[src/rtl/hazard_stall_ctrl_if.sv]
// Hazard/stall control bundle between the ID-stage decode and the pipeline register controls.
// slave = the stall controller, master = the pipeline side that feeds it and obeys it.
interface hazard_stall_ctrl_if #(
  parameter int unsigned CNT_W = 16
);
  logic [4:0]       id_rs;
  logic [4:0]       id_rt;
  logic             id_uses_rt;
  logic             ex_memread;
  logic [4:0]       ex_rt;
  logic             id_branch_taken;
  logic             id_md_start;
  logic             pc_write;
  logic             ifid_write;
  logic             ifid_flush;
  logic             idex_bubble;
  logic             md_busy;
  logic [CNT_W-1:0] stall_count;

  modport master (
    output id_rs, id_rt, id_uses_rt, ex_memread, ex_rt, id_branch_taken, id_md_start,
    input  pc_write, ifid_write, ifid_flush, idex_bubble, md_busy, stall_count
  );

  modport slave (
    input  id_rs, id_rt, id_uses_rt, ex_memread, ex_rt, id_branch_taken, id_md_start,
    output pc_write, ifid_write, ifid_flush, idex_bubble, md_busy, stall_count
  );
endinterface

[src/rtl/hazard_stall_ctrl.sv]
// Pipeline sequencing controller: load-use stalls, taken-branch flushes, mult/div EX occupancy
// and a saturating stall-cycle counter. Outputs are combinational from state and inputs.
module hazard_stall_ctrl #(
  parameter int unsigned MD_CYCLES = 4,
  parameter int unsigned CNT_W     = 16
) (
  input  logic               clk,
  input  logic               rst,
  hazard_stall_ctrl_if.slave hz
);

  localparam logic [0:0] RUN     = 1'b0;
  localparam logic [0:0] MD_WAIT = 1'b1;

  logic [0:0]       state_q, state_d;
  logic [3:0]       md_cnt_q, md_cnt_d;
  logic [CNT_W-1:0] stall_q, stall_d;

  logic load_use;
  logic pc_write, ifid_write, ifid_flush, idex_bubble, md_busy;

  assign load_use = hz.ex_memread && (hz.ex_rt != 5'd0) &&
                    ((hz.ex_rt == hz.id_rs) || (hz.id_uses_rt && (hz.ex_rt == hz.id_rt)));

  always_comb begin
    pc_write    = 1'b1;
    ifid_write  = 1'b1;
    ifid_flush  = 1'b0;
    idex_bubble = 1'b0;
    md_busy     = 1'b0;
    state_d     = state_q;
    md_cnt_d    = md_cnt_q;
    if (rst) begin
      pc_write    = 1'b0;
      ifid_write  = 1'b0;
      ifid_flush  = 1'b1;
      idex_bubble = 1'b1;
      state_d     = RUN;
      md_cnt_d    = '0;
    end else if (state_q == MD_WAIT) begin
      pc_write    = 1'b0;
      ifid_write  = 1'b0;
      idex_bubble = 1'b1;
      md_busy     = 1'b1;
      if (md_cnt_q == 4'd0) state_d = RUN;
      else                  md_cnt_d = md_cnt_q - 4'd1;
    end else if (load_use) begin
      // Branch and mult/div in ID are held and re-evaluated once the load leaves EX.
      pc_write    = 1'b0;
      ifid_write  = 1'b0;
      idex_bubble = 1'b1;
    end else if (hz.id_branch_taken) begin
      ifid_flush = 1'b1;
    end else if (hz.id_md_start) begin
      state_d  = MD_WAIT;
      md_cnt_d = 4'(MD_CYCLES - 1);
    end
  end

  always_comb begin
    stall_d = stall_q;
    if (rst)                            stall_d = '0;
    else if (!pc_write && stall_q != '1) stall_d = stall_q + 1'b1;
  end

  always_ff @(posedge clk) begin
    if (rst) begin
      state_q  <= RUN;
      md_cnt_q <= '0;
      stall_q  <= '0;
    end else begin
      state_q  <= state_d;
      md_cnt_q <= md_cnt_d;
      stall_q  <= stall_d;
    end
  end

  assign hz.pc_write    = pc_write;
  assign hz.ifid_write  = ifid_write;
  assign hz.ifid_flush  = ifid_flush;
  assign hz.idex_bubble = idex_bubble;
  assign hz.md_busy     = md_busy;
  assign hz.stall_count = stall_q;

endmodule

[src/flat_wrapper.sv]
// flat-port wrapper written by rule: the top's interface ports become plain ports
module hazard_stall_ctrl_flat 
#(
  parameter int unsigned MD_CYCLES = 4,
  parameter int unsigned CNT_W     = 16
)
  (clk, rst, hz_id_rs, hz_id_rt, hz_id_uses_rt, hz_ex_memread, hz_ex_rt, hz_id_branch_taken, hz_id_md_start, hz_pc_write, hz_ifid_write, hz_ifid_flush, hz_idex_bubble, hz_md_busy, hz_stall_count);
  hazard_stall_ctrl_if #(.CNT_W(CNT_W)) hz_i ();
  input  logic clk;
  input  logic rst;
  input wire logic [$bits(hz_i.id_rs)-1:0] hz_id_rs;
  input wire logic [$bits(hz_i.id_rt)-1:0] hz_id_rt;
  input wire logic [$bits(hz_i.id_uses_rt)-1:0] hz_id_uses_rt;
  input wire logic [$bits(hz_i.ex_memread)-1:0] hz_ex_memread;
  input wire logic [$bits(hz_i.ex_rt)-1:0] hz_ex_rt;
  input wire logic [$bits(hz_i.id_branch_taken)-1:0] hz_id_branch_taken;
  input wire logic [$bits(hz_i.id_md_start)-1:0] hz_id_md_start;
  output wire logic [$bits(hz_i.pc_write)-1:0] hz_pc_write;
  output wire logic [$bits(hz_i.ifid_write)-1:0] hz_ifid_write;
  output wire logic [$bits(hz_i.ifid_flush)-1:0] hz_ifid_flush;
  output wire logic [$bits(hz_i.idex_bubble)-1:0] hz_idex_bubble;
  output wire logic [$bits(hz_i.md_busy)-1:0] hz_md_busy;
  output wire logic [$bits(hz_i.stall_count)-1:0] hz_stall_count;
  assign hz_i.id_rs = hz_id_rs;
  assign hz_i.id_rt = hz_id_rt;
  assign hz_i.id_uses_rt = hz_id_uses_rt;
  assign hz_i.ex_memread = hz_ex_memread;
  assign hz_i.ex_rt = hz_ex_rt;
  assign hz_i.id_branch_taken = hz_id_branch_taken;
  assign hz_i.id_md_start = hz_id_md_start;
  assign hz_pc_write = hz_i.pc_write;
  assign hz_ifid_write = hz_i.ifid_write;
  assign hz_ifid_flush = hz_i.ifid_flush;
  assign hz_idex_bubble = hz_i.idex_bubble;
  assign hz_md_busy = hz_i.md_busy;
  assign hz_stall_count = hz_i.stall_count;
  hazard_stall_ctrl #(.MD_CYCLES(MD_CYCLES), .CNT_W(CNT_W)) u_core (.clk(clk), .rst(rst), .hz(hz_i));
endmodule
[config.mk]
export PLATFORM = sky130hd
export DESIGN_NAME = hazard_stall_ctrl_flat
export DESIGN_NICKNAME = d
export VERILOG_FILES = /design/src/rtl/hazard_stall_ctrl_if.sv /design/src/rtl/hazard_stall_ctrl.sv /design/src/flat_wrapper.sv
export SDC_FILE = /design/constraint.sdc
export NUM_CORES = 1
export LEC_CHECK = 0
export CORE_ASPECT_RATIO = 0.8
export CORE_MARGIN = 1
export CORE_UTILIZATION = 48
export DETAILED_ROUTE_END_ITERATION = 10
export PLACE_DENSITY_LB_ADDON = 0.1
export SLEW_MARGIN = 15
export SYNTH_ARGS = -nofsm -noshare
export SYNTH_HDL_FRONTEND = slang
export SYNTH_SLANG_ARGS = --single-unit
[constraint.sdc]
create_clock -name clk -period 5.6 [get_ports clk]
set_input_delay 0.84 -clock clk [delete_from_list [all_inputs] [get_ports clk]]
set_output_delay 0.84 -clock clk [all_outputs]
set_load 0.005 [all_outputs]
After elaboration in Yosys (flattened, before gate mapping)
Index checks and enable logic that the tools add are counted.

Register bits: 21. Output and inout bits: 21. Word-level logic and storage cells: 43. Bits of input ports: 21.

Reductions and logical operators: 10. Eq/ne operators: 6. $add $sub $neg: 2. Mux-type cells: 22.

Operators by type and width (number): two-way mux 4 bit (5); two-way mux 1 bit (17); adder 16 x 1 -> 16 bit, second input constant (1); != test 16 bit, second input constant (1); == test 5 bit (2); nonzero test 5 bit (1); logical AND 1 bit (4); logical NOT 4 bit (1); != test 2 x 1 -> 1 bit, second input constant (2); AND reduction 4 bit (1); subtractor 4 x 1 -> 4 bit, second input constant (1); != test 2 bit, second input constant (1); nonzero test 2 bit (1); logical NOT 1 bit (1); logical OR 1 bit (1).

Longest topological paths before layout
Gate-level depths: netlist of run 1.

Depth in word-level cells: 9. Depth in mapped cells: 8. Depth with buffers taken out: 7.

Worst setup path after synthesis of run 1
OpenSTA, ideal clock, no wires.

Kind: input-to-output. Start point: input hz_ex_rt[0]. End point: output hz_pc_write. Path buffers: 1. Arrival time: 2106 ps. Setup slack: 2654 ps. Cell stages on the path: 6. Required time: 4760 ps. Path through: or4_1 > o21a_1 > a21oi_1 > nand2_1 > inv_1 > buf_4.

Word-level cells in the longest chain between the ends: 7. Elaborated cells between the ends (all ways): 10. Those cells by class: eq/ne: 2; mux: 3; reduce/logical: 5.

Ends and longest elaborated chain: start: declaration (line flat_wrapper.sv:15) `input wire logic [$bits(hz_i.ex_rt)-1:0] hz_ex_rt;`; == test 5 bit (line hazard_stall_ctrl.sv:23) `((hz.ex_rt == hz.id_rs) || (hz.id_uses_rt && (hz.ex_rt == hz.id_rt)));`; logical AND 1 bit (line hazard_stall_ctrl.sv:23); logical OR 1 bit (line hazard_stall_ctrl.sv:23); logical AND 1 bit (*) (line hazard_stall_ctrl.sv:22) `assign load_use = hz.ex_memread && (hz.ex_rt != 5'd0) &&`; two-way mux 1 bit (*) (3 in a row); end: declaration (line flat_wrapper.sv:18) `output wire logic [$bits(hz_i.pc_write)-1:0] hz_pc_write;`.

Mark *: on every way between the ends. The rest lies on a longest branch, timed or not.

Worst setup path after layout of run 1
Start point: input hz_ex_rt[0]. End point: output hz_pc_write.

Word-level cells in the longest chain between the ends: 7. Elaborated cells between the ends (all ways): 10. Those cells by class: eq/ne: 2; mux: 3; reduce/logical: 5.

Ends and longest elaborated chain: == test 5 bit (line hazard_stall_ctrl.sv:23); logical AND 1 bit (line hazard_stall_ctrl.sv:23); logical OR 1 bit (line hazard_stall_ctrl.sv:23); logical AND 1 bit (*) (line hazard_stall_ctrl.sv:22); two-way mux 1 bit (*) (line hazard_stall_ctrl.sv:47) `end else if (load_use) begin`; two-way mux 1 bit (*) (line hazard_stall_ctrl.sv:40) `end else if (state_q == MD_WAIT) begin`; two-way mux 1 bit (*) (line hazard_stall_ctrl.sv:33) `if (rst) begin`.

Marks and branches as above.

==> out/qor.yml, run 1 <==
run_status: "completed"
setup_viol: 0
initial_core_util_pct: 53.6
regArea_sq_um: 420
finalCritPeriodShare_pct: 70.6
critical_path.startpoint_type: "primary input"
antenna_found_initial: 0
total_negative_setup_slack_ps: 0
hold_path_class: "reg -> reg"
dp.final_hpwl_um: 2350
cts_tree: "built"
antennaDiodeCount: 0
worstReg2RegEnd: "u_core.hz.stall_count[15]"
die_width_um: 58.5
syn_warnings: 0
cts_root_buffer: "sky130_fd_sc_hd__clkbuf_4"
cp-startpoint: "hz_ex_rt[0]"
drive_gt1_share_pct: 7.41
grt_max_degree: 24
globalRouteTotalUtil_pct: 24.0
cts_resized: 0
synth_enable_flop_cells: 0
netlist.area_leader.share_pct: 34.3
routedWlPerCell_um: 13.6
cp.arrival_ps: 3120
std_cell_rows: 15
detail_route.first_pass.iterations: 4
numCtsBuffers: 3
most_frequent_standard_cell_in_the_layout_excluding_fill_and_tap_cells: "sky130_fd_sc_hd__clkdlybuf4s50_1"
synthesis.nets: 171
cts-hold-fix-buffers: 0
detailroute.wirelength.met3_um: 174
timing.hold.worst_endpoint: "u_core.md_cnt_q[0]"
synth-seq-cells: 21
drt_first_iter_violations: 42
peakVddDrop_v: 0.000124
postRouteWirelength_um: 3030
final_nets: 213
final_antenna_net_count: 0
cts.clk_slew.worst_paths_ps: 130
critPathKind: "in -> out"
ioPinCount: 42
most_used_cells_in_the_layout_excluding_fill_and_tap_cells: "41 x sky130_fd_sc_hd__clkdlybuf4s50_1, 21 x sky130_fd_sc_hd__dfxtp_1, 16 x sky130_fd_sc_hd__nor2_1, 13 x sky130_fd_sc_hd__xnor2_1, 13 x sky130_fd_sc_hd__nand2_1"
worst_skew_pair.late_latency_ps: 310
power_per_cell_area_nw_per_um2: 174
clock_sinks: 21
critical_path_peak_fanout: 4
timing.hold.worst.start: "u_core.md_cnt_q[0]"
setup.worst_path.end_class: "primary output"
multi_input_combinational_cell_area_sq_um: 747
synthArstFlopShare_pct: 0
synthesis.area_sq_um: 1230
worst-r2r-setup-slack_ps: 3420
worstReg2RegStart: "u_core.hz.stall_count[0]"
grt_first_pass_wirelength_um: 4860
vias: 1225
postCtsSetupBuffers: 0
postSynth.topFlopCell: "sky130_fd_sc_hd__dfxtp_1"
synth.avg_cell_area_sq_um: 8.29
crit_required_ps: 4760
grt-ovfl-total: 0
layout-area-overhead-vs-synth_pct: 37.2
synth_cells: 148
hold-worst-slack_ps: 519
cts_max_level: 1
overall_die_area_sq_um: 2760
wl_met1_um: 1380
final.min_clock_period_ps: 3960
final_number_of_max_transition_violations: 0
clock-skew-final_ps: 8.16
relSlewSlack_pct: 47.4
postLayoutCoreUtil_pct: 73.6
floorplan.die.height_um: 47.2
timing_hold_violations_final: 0
finalNonFillerCells: 223
max_freq_mhz: 253
met2_length_um: 1430
dp_cells: 219
synth.lib_cells_used.distinct: 37
synth.top_cells.by_area: "sky130_fd_sc_hd__dfxtp_1 34%, sky130_fd_sc_hd__xnor2_1 9.3%, sky130_fd_sc_hd__nand3_1 4.9%, sky130_fd_sc_hd__nor2_1 4.9%, sky130_fd_sc_hd__a21oi_1 4.5%"
worst-r2r-cell-count: 7
drc: 0
top_layer_used: "met4"
ys_seq_area_share_pct: 34.3
max-cap-violations: 0
filler_cell_count: 192
buffer_depth_of_the_longest_clock_path: 2
grt_setup_unrepaired: "no"
worstHoldPathCells: 2
synth_area_leader_cell: "sky130_fd_sc_hd__dfxtp_1"
vias_in_the_first_global_route: 1092
io_buffer_count: 41
detail_route.vias_per_cell: 5.49
core-area_sq_um: 2290
place.gp.congestion: 0.814
worstMarginPinSlew_ps: 787
leakagePower_nw: 0.563
## Yosys cell counts (2+ instances only)
cell type,n
sky130_fd_sc_hd__a21oi_1,11
sky130_fd_sc_hd__and3_1,4
sky130_fd_sc_hd__dfxtp_1,21
sky130_fd_sc_hd__ha_1,2
sky130_fd_sc_hd__inv_1,9
sky130_fd_sc_hd__nand2_1,13
sky130_fd_sc_hd__nand3_1,12
sky130_fd_sc_hd__nand3b_1,2
sky130_fd_sc_hd__nand4_1,4
sky130_fd_sc_hd__nor2_1,16
sky130_fd_sc_hd__nor2b_1,2
sky130_fd_sc_hd__o21ai_0,3
sky130_fd_sc_hd__o31ai_1,4
sky130_fd_sc_hd__or3_1,2
sky130_fd_sc_hd__or4_1,7
sky130_fd_sc_hd__xnor2_1,13
sky130_fd_sc_hd__xor2_1,3
## per-layer routing
layer / vias up / GRT usage [%]
li1: 609 / -
met5: - / 0
met3: 5 / 5.23
met2: 38 / 42.8
met1: 573 / 30.0
met4: 0 / 7.14
## worst max path at each step
stage	to	slack [ps]	cells after the start
after floorplan	hz_pc_write	2650	6
after global placement	hz_pc_write	1740	7
after detailed placement	hz_pc_write	1640	7
after CTS	hz_pc_write	1640	7
after global routing	hz_pc_write	1540	7
final	hz_pc_write	1640	7
## through the flow
stage          total power [mW]  setup WS [ps]  cell area [sq um]
3_3_place_gp              0.217           1740               1650
5_1_grt                   0.308           1540               1680
4_1_cts                   0.295           1640               1680
6_report                  0.293           1640               1680
2_1_floorplan             0.191           2650               1230
3_5_place_dp              0.219           1640               1650
## worst max-delay path: stages
cell	delay (ps)
sky130_fd_sc_hd__clkdlybuf4s50_1	470
sky130_fd_sc_hd__or4_1	550
sky130_fd_sc_hd__o21a_1	220
sky130_fd_sc_hd__a21oi_1	310
sky130_fd_sc_hd__nand2_1	120
sky130_fd_sc_hd__inv_1	90
sky130_fd_sc_hd__clkdlybuf4s50_1	510
## sequential cells by signal, summed over array words and instances (netlist names)
name	cells
u_core.md_cnt_q	4
u_core.hz.stall_count	16
u_core.state_q	1
## layout make-up
type / instances / area share [%]
inverter: 9 / 2.01
timing repair buffer: 41 / 24.4
tap: 34 / 2.53
clock inverter: 1 / 0.446
sequential: 21 / 25.0
clock buffer: 3 / 1.34
multi-input combinational: 114 / 44.4
## report_power, final
part	switching (mW)	total, mW	leakage, nW	internal [mW]
logic	0.0284	0.0607	0.379	0.0323
registers	0.00332	0.156	0.170	0.152
clock network	0.0491	0.0764	0.0139	0.0273
total	0.0808	0.293	0.563	0.212
## cells by family (layout without fill, tap and decap cells)
| logic type | Yosys count | count (layout) | synth area share (%) |
|---|---|---|---|
| adders and majority gates | 2 | 2 | 2.04 |
| buffers and inverters | 13 | 54 | 4.89 |
| xor gates and xnor gates | 16 | 16 | 11.4 |
| AOI/OAI and AO/OA | 25 | 25 | 15.1 |
| and+or+nand+nor | 69 | 69 | 30.3 |
| DFF | 21 | 21 | 34.3 |
| muxes | 2 | 2 | 2.04 |
Note: power is estimated with default switching activity, not from simulation.
==> run 2, diff against run 1 <==
--- a/config.mk
+++ b/config.mk
@@ -7,7 +7,7 @@
 export LEC_CHECK = 0
 export CORE_ASPECT_RATIO = 0.8
 export CORE_MARGIN = 1
-export CORE_UTILIZATION = 48
+export CORE_UTILIZATION = 45
 export DETAILED_ROUTE_END_ITERATION = 10
 export PLACE_DENSITY_LB_ADDON = 0.1
 export SLEW_MARGIN = 15
==> constraint.sdc (replaced) <==
create_clock -name clk -period 3.81 [get_ports clk]
set_input_delay 0.5715 -clock clk [delete_from_list [all_inputs] [get_ports clk]]
set_output_delay 0.5715 -clock clk [all_outputs]
set_load 0.005 [all_outputs]
==> out/qor.yml, run 2 (synthesis results as in run 1) <==
floorplan.die.height_um: 48.7
io_buffer_count: 41
cp.arrival_ps: 2780
postLayoutCoreUtil_pct: 67.2
most_used_cells_in_the_layout_excluding_fill_and_tap_cells: "41 x sky130_fd_sc_hd__clkdlybuf4s50_1, 21 x sky130_fd_sc_hd__dfxtp_1, 16 x sky130_fd_sc_hd__nor2_1, 13 x sky130_fd_sc_hd__xnor2_1, 13 x sky130_fd_sc_hd__nand2_1"
drive_gt1_share_pct: 7.89
crit_path_frequent_cell: "sky130_fd_sc_hd__clkdlybuf4s50_1"
cts_tree: "built"
vias_in_the_first_global_route: 1114
antennaDiodeCount: 0
critPathKind: "in -> out"
flip_flop_count_of_the_largest_register_after_layout: 16
layout-area-overhead-vs-synth_pct: 38.0
postPlaceCellArea_sq_um: 1660
hold_path_class: "reg -> reg"
cp_slowest_cell: "sky130_fd_sc_hd__or4_1"
vias: 1192
hold-worst-slack_ps: 515
critical_path.startpoint_type: "primary input"
place.gp.congestion: 0.781
critical_path_peak_fanout: 4
power_per_cell_area_nw_per_um2: 254
cts_resized: 0
clock-skew-final_ps: 11.2
postCtsSetupBuffers: 0
post-route-cell-area_sq_um: 1690
ioPinCount: 42
grt_setup_unrepaired: "no"
most_frequent_standard_cell_in_the_layout_excluding_fill_and_tap_cells: "sky130_fd_sc_hd__clkdlybuf4s50_1"
run_status: "completed"
count_of_buffer_and_inverter_cells_on_the_critical_path: 3
crit_required_ps: 3240
cts-hold-fix-buffers: 0
worstMarginPinSlew_ps: 477
crit_path_max_incr_delay_ps: 540
drc: 0
grt-ovfl-total: 0
final_antenna_net_count: 0
setup.worst_path.end_class: "primary output"
final.min_clock_period_ps: 3350
final_number_of_max_transition_violations: 0
routedWlPerCell_um: 12.7
drt_first_iter_violations: 30
peakVddDrop_v: 0.000177
clock_sinks: 21
relSlewSlack_pct: 68.1
globalRouteTotalUtil_pct: 22.1
grt_first_pass_wirelength_um: 4930
buffer_depth_of_the_longest_clock_path: 2
postRouteWirelength_um: 2880
p_total_uw: 430
antenna_found_initial: 0
finalCritPeriodShare_pct: 88.0
detail_route.first_pass.iterations: 4
filler_cell_count: 233
die_width_um: 60.4
max-cap-violations: 0
core-area_sq_um: 2520
cp_top_family: "buffers and inverters"
timing.critical_path.cells: "clkdlybuf4s50_1 > or4_1 > o21a_1 > a21oi_1 > nand2_1 > inv_1 > clkdlybuf4s50_1"
final_nets: 214
cts_root_buffer: "sky130_fd_sc_hd__clkbuf_4"
cts.clk_slew.worst_paths_ps: 130
grt_max_degree: 24
numCtsBuffers: 3
detail_route.vias_per_cell: 5.27
setup_viol: 0
timing_hold_violations_final: 0
max_freq_mhz: 298
total_negative_setup_slack_ps: 0
std_cell_rows: 16
regArea_sq_um: 420
worst-r2r-setup-slack_ps: 1610
dp.final_hpwl_um: 2210
worst_skew_pair.late_latency_ps: 320
multi_input_combinational_cell_area_sq_um: 747
overall_die_area_sq_um: 2940
cts_max_level: 1
initial_core_util_pct: 48.7
leakagePower_nw: 0.567
-- run 2: final timing paths --
path	startpoint	end	cells past startpoint
worst max-delay path	hz_ex_rt[0]	hz_pc_write	7
worst min-delay path	u_core.md_cnt_q[0]	u_core.md_cnt_q[0]	2
worst max register to register	u_core.hz.stall_count[0]	u_core.hz.stall_count[15]	7
worst min register to register	u_core.md_cnt_q[0]	u_core.md_cnt_q[0]	2
-- run 2: routing by layer --
metal | part of all wire, % | GRT usage (%) | routed length, um
met5 | 0 | 0 | 0
met4 | 1.0 | 7.75 | 30
met3 | 4.4 | 5.08 | 127
met2 | 45 | 34.6 | 1310
met1 | 49 | 29.4 | 1420
-- run 2: power breakdown --
group	internal, mW	total (mW)	switching, mW	leakage (nW)
clock	0.0401	0.113	0.0725	0.0139
combinational	0.0480	0.0885	0.0405	0.384
sequential	0.224	0.229	0.00490	0.170
-- run 2: worst min-delay path: stages (launching register included) --
cell and delay (ps):
sky130_fd_sc_hd__dfxtp_1 350, sky130_fd_sc_hd__inv_1 80, sky130_fd_sc_hd__a21oi_1 60
-- run 2: stage by stage --
step | setup WS (ps) | std cells
2_1_floorplan | 1400 | 148
3_3_place_gp | 478 | 222
3_5_place_dp | 468 | 222
4_1_cts | 451 | 226
5_1_grt | 338 | 226
6_report | 458 | 226
-- run 2: cell type report --
type,instances,share of cell area [%]
timing repair buffer,42,24.7
clock buffer,3,1.33
sequential,21,24.8
multi-input combinational,114,44.1
inverter,9,1.99
clock inverter,1,0.443
tap,36,2.66
==> run 3, diff against run 2 <==
--- a/config.mk
+++ b/config.mk
@@ -7,7 +7,8 @@
 export LEC_CHECK = 0
 export CORE_ASPECT_RATIO = 0.8
 export CORE_MARGIN = 1
-export CORE_UTILIZATION = 45
+export CORE_UTILIZATION = 48
+export CTS_BUF_LIST = sky130_fd_sc_hd__clkbuf_16
 export DETAILED_ROUTE_END_ITERATION = 10
 export PLACE_DENSITY_LB_ADDON = 0.1
 export SLEW_MARGIN = 15
==> constraint.sdc (replaced) <==
create_clock -name clk -period 4.3 [get_ports clk]
set_input_delay 0.645 -clock clk [delete_from_list [all_inputs] [get_ports clk]]
set_output_delay 0.645 -clock clk [all_outputs]
set_load 0.005 [all_outputs]
==> out/qor.yml, run 3 (synthesis results as in run 1) <==
final.min_clock_period_ps: 3570
core-area_sq_um: 2290
initial_core_util_pct: 53.6
detail_route.vias_per_cell: 5.54
leakagePower_nw: 0.596
cts_root_buffer: "sky130_fd_sc_hd__clkbuf_16"
grt-ovfl-total: 0
vias_in_the_first_global_route: 1108
clock-skew-final_ps: 1.71
drc: 0
setup.worst_path.end_class: "primary output"
final_antenna_net_count: 0
worst_skew_pair.late_latency_ps: 250
die_width_um: 58.5
routedWlPerCell_um: 14.5
antenna_found_initial: 0
drt_first_iter_violations: 41
timing_hold_violations_final: 0
ioPinCount: 42
max_freq_mhz: 280
clock_sinks: 21
most_used_cells_in_the_layout_excluding_fill_and_tap_cells: "41 x sky130_fd_sc_hd__clkdlybuf4s50_1, 21 x sky130_fd_sc_hd__dfxtp_1, 16 x sky130_fd_sc_hd__nor2_1, 13 x sky130_fd_sc_hd__xnor2_1, 13 x sky130_fd_sc_hd__nand2_1"
antennaDiodeCount: 0
cp.arrival_ps: 2930
cts_max_level: 1
peakVddDrop_v: 0.000251
floorplan.die.height_um: 47.2
grt_max_degree: 24
total_negative_setup_slack_ps: 0
io_buffer_count: 41
layout-area-overhead-vs-synth_pct: 41.8
cts-hold-fix-buffers: 0
std_cell_rows: 15
setup_viol: 0
finalCritPeriodShare_pct: 83.1
final_nets: 214
worst-r2r-setup-slack_ps: 2130
finalNonFillerCells: 224
postRouteWirelength_um: 3250
setup_ws_ps: 726
dpl_worst_slack_ps: 721
post-route-cell-area_sq_um: 1740
detail_route.first_pass.iterations: 4
cts_resized: 0
critical_path_peak_fanout: 4
drive_gt1_share_pct: 7.37
cts.clk_slew.worst_paths_ps: 60
grt_setup_unrepaired: "no"
postLayoutCoreUtil_pct: 76.0
overall_die_area_sq_um: 2760
vias: 1241
hold_path_class: "reg -> reg"
dp_cells: 220
crit_required_ps: 3650
run_status: "completed"
flip_flop_count_of_the_largest_register_after_layout: 16
critPathKind: "in -> out"
relSlewSlack_pct: 70.8
critical_path.startpoint_type: "primary input"
postPlaceCellArea_sq_um: 1660
hold-worst-slack_ps: 503
globalRouteTotalUtil_pct: 25.9
power_per_cell_area_nw_per_um2: 274
buffer_depth_of_the_longest_clock_path: 2
dp.final_hpwl_um: 2420
cts_tree: "built"
place.gp.congestion: 0.835
numCtsBuffers: 3
most_frequent_standard_cell_in_the_layout_excluding_fill_and_tap_cells: "sky130_fd_sc_hd__clkdlybuf4s50_1"
max-cap-violations: 0
postCtsSetupBuffers: 0
grt_first_pass_wirelength_um: 5240
p_total_uw: 477
worstMarginPinSlew_ps: 438
final_number_of_max_transition_violations: 0
## run 3: cell types whose count changed in the layout (fill, tap and decap cells not counted)
| cell | previous run | this run |
|---|---|---|
| sky130_fd_sc_hd__inv_1 | 9 | 10 |
| sky130_fd_sc_hd__clkbuf_16 | 0 | 3 |
| sky130_fd_sc_hd__clkinvlp_4 | 1 | 0 |
| sky130_fd_sc_hd__clkbuf_4 | 3 | 0 |
## run 3: report_power, final
group | internal, mW | total [mW] | switching (mW)
Sequential | 0.199 | 0.203 | 0.00452
Clock | 0.124 | 0.195 | 0.0708
Combinational | 0.0426 | 0.0792 | 0.0367
Total | 0.365 | 0.477 | 0.112
## run 3: layer usage
metal | GRT usage [%] | share of wire, % | up-vias
li1 | - | - | 613
met1 | 31.7 | 46 | 578
met2 | 46.4 | 48 | 40
met3 | 4.96 | 4.0 | 10
met4 | 9.52 | 1.9 | 0
met5 | 0 | 0 | -
## run 3: worst max-delay path: stages
cell	delay, ps
sky130_fd_sc_hd__clkdlybuf4s50_1	480
sky130_fd_sc_hd__or4_1	540
sky130_fd_sc_hd__o21a_1	240
sky130_fd_sc_hd__a21oi_1	310
sky130_fd_sc_hd__nand2_1	130
sky130_fd_sc_hd__inv_1	90
sky130_fd_sc_hd__clkdlybuf4s50_1	510
## run 3: final cells by class
class,count,area (sq um)
clock buffers,3,75.1
clock inverters,1,3.75
fillers,181,549
inverters,9,33.8
multi-input cells,114,747
flip-flops and latches,21,420
well taps,34,42.5
repair buffers,42,418
## run 3: worst paths after layout
check,from,end,depth (start not counted)
hold / removal,u_core.md_cnt_q[0],u_core.md_cnt_q[0],2
setup / recovery,hz_ex_rt[3],hz_pc_write,7
setup reg to reg,u_core.hz.stall_count[1],u_core.hz.stall_count[15],7
hold reg to reg,u_core.md_cnt_q[0],u_core.md_cnt_q[0],2
